--- src/rtl/wrap_accumulator.sv ---
// Counts rising edges of the upstream overflow into a WIDTH-bit accumulator and serves {acc, cnt} snapshots over valid/ready.
// Accumulate latency 1 cycle; a snapshot is held stable until accepted. Saturating mode is enabled by WRAP_ACC_SATURATE_EN.
module wrap_accumulator #(
  parameter int WIDTH = 8,
  parameter int CNT_W = 4
) (
  input  logic                   clk,
  input  logic                   rst_n,
  input  logic                   en,
  input  logic                   clr,
  input  logic                   ovf_in,
  input  logic [CNT_W-1:0]       cnt_in,
  input  logic                   snap_req,
  input  logic                   snap_ready,
  output logic                   snap_valid,
  output logic [WIDTH+CNT_W-1:0] snap_data,
  output logic [WIDTH-1:0]       acc_out,
  output logic                   acc_flag
);

  typedef enum logic [1:0] {
    IDLE = 2'd0,
    RUN  = 2'd1,
    HOLD = 2'd2
  } state_t;

  state_t                 state_q, state_d;
  logic                   ovf_q;
  logic [WIDTH-1:0]       acc_q, acc_d;
  logic                   flag_q, flag_d;
  logic                   snap_valid_q, snap_valid_d;
  logic [WIDTH+CNT_W-1:0] snap_data_q, snap_data_d;
  logic                   inc;
  logic                   acc_max;

  // Only the rising edge counts, so a long overflow level is one wrap.
  assign inc     = en & ovf_in & ~ovf_q;
  assign acc_max = (acc_q == {WIDTH{1'b1}});

  always_comb begin
    acc_d  = acc_q;
    flag_d = flag_q;
    if (clr) begin
      acc_d  = '0;
      flag_d = 1'b0;
    end else if (inc) begin
`ifdef WRAP_ACC_SATURATE_EN
      if (acc_max) begin
        flag_d = 1'b1;
      end else begin
        acc_d = acc_q + WIDTH'(1);
      end
`else
      acc_d = acc_q + WIDTH'(1);
      if (acc_max) begin
        flag_d = 1'b1;
      end
`endif
    end
  end

  always_comb begin
    state_d      = state_q;
    snap_valid_d = snap_valid_q;
    snap_data_d  = snap_data_q;
    case (state_q)
      IDLE, RUN: begin
        if (snap_req) begin
          state_d      = HOLD;
          snap_valid_d = 1'b1;
          snap_data_d  = {acc_q, cnt_in};
        end else begin
          state_d = en ? RUN : IDLE;
        end
      end
      HOLD: begin
        // A request coincident with the accept is dropped; the reader re-issues it.
        if (snap_valid_q && snap_ready) begin
          snap_valid_d = 1'b0;
          state_d      = en ? RUN : IDLE;
        end
      end
      default: begin
        state_d      = IDLE;
        snap_valid_d = 1'b0;
      end
    endcase
  end

  always_ff @(posedge clk or negedge rst_n) begin
    if (!rst_n) begin
      state_q      <= IDLE;
      ovf_q        <= 1'b0;
      acc_q        <= '0;
      flag_q       <= 1'b0;
      snap_valid_q <= 1'b0;
      snap_data_q  <= '0;
    end else begin
      state_q      <= state_d;
      ovf_q        <= ovf_in;
      acc_q        <= acc_d;
      flag_q       <= flag_d;
      snap_valid_q <= snap_valid_d;
      snap_data_q  <= snap_data_d;
    end
  end

  assign acc_out    = acc_q;
  assign acc_flag   = flag_q;
  assign snap_valid = snap_valid_q;
  assign snap_data  = snap_data_q;

endmodule

--- config.mk ---
export PLATFORM = sky130hd
export DESIGN_NAME = wrap_accumulator
export DESIGN_NICKNAME = d
export VERILOG_FILES = /design/src/rtl/wrap_accumulator.sv
export SDC_FILE = /design/constraint.sdc
export NUM_CORES = 1
export LEC_CHECK = 0
export CAP_MARGIN = 10
export CORE_ASPECT_RATIO = 2
export CORE_MARGIN = 2
export CORE_UTILIZATION = 35
export DETAILED_ROUTE_END_ITERATION = 12
export DONT_BUFFER_PORTS = 1
export SLEW_MARGIN = 10
export SYNTH_ARGS = -nofsm -noshare
export SYNTH_HDL_FRONTEND = slang
export SYNTH_SLANG_ARGS = --single-unit
--- constraint.sdc ---
create_clock -name clk -period 1.4 [get_ports clk]
set_input_delay 0.28 -clock clk [delete_from_list [all_inputs] [get_ports clk]]
set_output_delay 0.28 -clock clk [all_outputs]
set_load 0.02 [all_outputs]
* Yosys cells after proc, flatten, opt, wreduce, memory -nomap -nowiden *
Cells that the tools add are included.

word-level totals
  input bits = 11
  logic and storage cells = 35
  bits in registers = 25
  output and inout bits = 22

cells by class
  $add $sub $neg = 1
  bitwise gates (word level) = 3
  muxes and demuxes = 12
  reductions and logical operators = 8
  equality and inequality tests = 5

operators by type and width
  operator             number
  $mux 8               2
  $add 8x1->8 const B  1
  $eq 8x8->1 const B   1
  $mux 1               6
  $reduce_and 2->1     3
  $mux 2               2
  $ne 2x2->1 const B   2
  $pmux 2 s2           1
  $reduce_bool 2->1    2
  $and 1x1->1          2
  $eq 2x1->1 const B   1
  $eq 2x2->1 const B   1
  $logic_not 2->1      1
  $pmux 1 s2           1
  $reduce_or 2->1      1
  $logic_and 1x1->1    1
  $not 1->1            1

* Depth between registers and ports, before layout *
  depth in word-level cells = 4
  mapped depth = 4
  gate-level depth less buffers = 4

* Least setup slack after synthesis *
No wires, ideal clock.

  path kind = register to register
  start = reg acc_q[0], in the netlist acc_out[0]
  end = reg acc_q[4], in the netlist acc_out[4]
  arrival = 1381 ps
  stages on the path, launching flop included = 5
  required time = 1322 ps
  path buffers = 0
  library setup time = 78 ps
  slack = -59 ps
  clock period less this slack = 1459 ps
  cells stage by stage = dfrtp_1 -> ha_1 -> nand4b_1 -> or3_1 -> a21oi_1

on the way
  word-level cells in the longest chain between the ends = 3

RTL lines
  item                    line  text
  from (decl)             29    logic [WIDTH-1:0] acc_q, acc_d;
  from (signal assigned)  94    acc_q <= '0;
  from (signal assigned)  101   acc_q <= acc_d;
  $add 8x1->8             54    acc_d = acc_q + WIDTH'(1);
  $mux 8                  46    end else if (inc) begin
  $mux 8                  43    if (clr) begin

No other way between the ends. The select of a mux whose other input is x is not followed.
A chain may end at the register's enable or synchronous reset.

* Final worst setup path *
  start = reg ovf_q
  end = reg acc_q[7], in the netlist acc_out[7]

on the way
  word-level cells in the longest chain between the ends = 3

RTL lines
  item                         line  text
  from (decl)                  28    logic ovf_q;
  from (signal assigned)       100   ovf_q <= ovf_in;
  $not 1->1                    37    assign inc = en & ovf_in & ~ovf_q;
  $and 1x1->1                  37
  $reduce_bool 2->1 (no line)  n/a

No other way between the ends.

==> out/metrics.cfg <==
[placement]
io_buffers=0
preCtsSetupSlack_ns=0.0790
place_hpwl_um=1500
gp_congestion=0.779

[clock_network]
cts.reportedPaths.clkPinSlew_ns=0.09
numCtsBuffers=3
numClockSinks=25
cts_buffer_depth=2
htree_levels=1
insertion_delay_ns=0.27
cts_tree=done
clk_root_buffer_cell=clkbuf_8

[die]
dieArea_sq_mm=0.00345
chipWidth_um=42.5
rows=28
chipHeight_um=81.1
initial_core_util=0.358
io_pins=33
core_area_sq_mm=0.00291

[synthesis]
synth_async_sr_flop_share=1.00
ys_seq_area_frac=0.602
post_synth.cell_area_avg_sq_um=12.8
synth_cells=81
ys_types=24
synth_top_area_cell=dfrtp_1
post-synth-top-count-cell=dfrtp_1
syn_area_sq_mm=0.00104
synth-main-ff-cell=dfrtp_1
synthTopCellsByArea=dfrtp_1 60%, mux2_2 13%, a21oi_1 2.4%, nand2_1 2.2%, nand3b_4 1.9%
synthTopCellsByCount=25 x dfrtp_1, 12 x mux2_2, 6 x nand2_1
synth_edf_count=0
synth-warning-count=0
ys_ff_latch=25
synth_top_area_frac=0.602
synth_nets=93

[timing]
rsz0062_at_grt=false
final-hold-violation-count=0
tns_ns=0
slew_headroom=0.815
layout_setup_ws_ns=0.0675
fin_worst_skew_ns=0.00487
fmaxAchievable_mhz=750
period_needed_ns=1.33
min_period_over_period=0.952
setup_viol=0
slew_viol_final=0
worstMarginPinSlew_ns=0.277

[drt]
dr_wl_met2_um=1170
routed.top_layer=met4
wire_per_inst_um=16.2
ant_nets=0
wl_um=2080
dr_wl_met3_um=103
drt_iter0_drc=19
vias_per_cell=5.45
met1_length_um=748
dr.pass1.iters=4
vias=698
drc=0

[setup_path]
r2r-start=ovf_q
crit_type=register to register
cp-start-kind=register
cpMaxStageDelayCell=or4_1
worstPathRequired_ns=1.60
worstPathArrival_ns=1.53
worstPathMaxFanout=8
crit_path_cell_trace=nand3b_4 -> or4_1 -> a21oi_1
rr_worst_depth=3
rr_endpoint=acc_out[7]
r2r_slack_ns=0.07
slowest_delay_ns=0.51
cp-end-kind=register

[grt]
overflow=0
grt_pass1_vias=735
grt_usage=0.134
antenna_found_initial=0
grt_start_max_net_pins=26
grt_pass1_wl_um=3390

[layout]
n_fill_cell=277
final_nets=111
antenna-diode-count=0
drive_above_1_share=0.357
area_growth_pct=20.9

[min_path]
min_path_type=primary input to register
hold_depth=0
hp-start=ovf_in
hold_end=ovf_q

[power_and_ir_drop]
power_mw=1.71
ir_worst_vdd_v=0.000574
power.density_mw_per_mm2=1360
p_leak_nw=0.586

[job]
max-cap-violations=0

[run_status]
status=finished, final reports clean

[how the worst max path moves through the flow]
stage,startpoint,endpoint,slack (ns)
global placement,ovf_q,acc_out[7],0.09
detailed placement,ovf_q,acc_out[5],0.08
CTS,acc_out[0],acc_out[4],0.04
finish,ovf_q,acc_out[7],0.07
global route,ovf_q,acc_out[5],0.006
floorplan,acc_out[0],acc_out[4],0.03
[per-stage QoR]
step | utilization | hold WS, ns | cells | cell area, sq um
3_3_place_gp | 0.401 | -0.0150 | 120 | 1170
6_report | 0.432 | 0.0269 | 128 | 1260
5_1_grt | 0.432 | 0.00757 | 128 | 1260
2_1_floorplan | - | -0.0156 | 81 | 1040
4_1_cts | 0.427 | 0.0214 | 126 | 1240
3_5_place_dp | 0.401 | -0.0150 | 120 | 1170
[kinds of logic (layout without fill, tap and decap cells)]
family	after synthesis	count (layout)	share of synthesized area
AND/OR/NAND/NOR	25	25	0.152
multiplexers	13	13	0.140
XOR/XNOR	2	2	0.0169
buffers and inverters	3	20	0.0120
adder cells (fa/ha/maj)	1	1	0.0120
flip-flops	25	25	0.602
AO/OA/AOI/OAI	12	12	0.0662
[state kept, by name, indices dropped and copies added, names as in the netlist]
| name | cells |
|---|---|
| snap_data | 12 |
| state_q | 2 |
| ovf_q | 1 |
| snap_valid | 1 |
| acc_out | 8 |
| acc_flag | 1 |
[power by group]
group          total (mW)  leakage, nW  switching [mW]  internal, mW
Clock               0.429       0.0255           0.229         0.199
Combinational       0.269        0.233           0.111         0.158
Sequential           1.01        0.328           0.182         0.832
[final cells by class]
class	instances	area (sq um)	share of cell area
Clock buffer	3	41.3	0.0328
Clock inverter	1	5.00	0.00398
Inverter	1	3.75	0.00299
Multi-Input combinational cell	53	402	0.319
Sequential cell	25	628	0.500
Tap cell	30	37.5	0.0299
Timing Repair Buffer	15	140	0.111
[layout by cell type, fill, tap and decap left out, types with 2 or more instances in the layout]
| cell type | instances |
|---|---|
| dfrtp_2 | 2 |
| dfrtp_1 | 23 |
| nand2_1 | 6 |
| buf_12 | 2 |
| clkbuf_8 | 3 |
| nand4_1 | 2 |
| nand3b_1 | 2 |
| mux2_2 | 12 |
| o21ai_0 | 3 |
| a21oi_1 | 5 |
| xor2_1 | 2 |
| or4_1 | 2 |
| buf_4 | 12 |
| o31ai_1 | 2 |
| nor2_1 | 5 |
| or3_1 | 2 |
[timing repair]
item,4_1_cts,5_1_grt
endpoints found under the hold margin,25,0
gates resized for setup,0,1
hold buffers,2,0
endpoints found under the setup margin,0,4
setup buffers,0,2
[routing by layer]
layer	vias up	track usage
met5	-	0
met2	22	0.237
met4	0	0.0906
met1	346	0.132
met3	5	0.0356
li1	325	-
[worst max-delay path: cells and delay by family (launching register included)]
kind               cells  cell delay, ns
AOI/OAI and AO/OA      1            0.15
DFF                    1            0.39
and+or+nand+nor        2            0.71
Note: power is estimated with default switching activity, not from simulation.
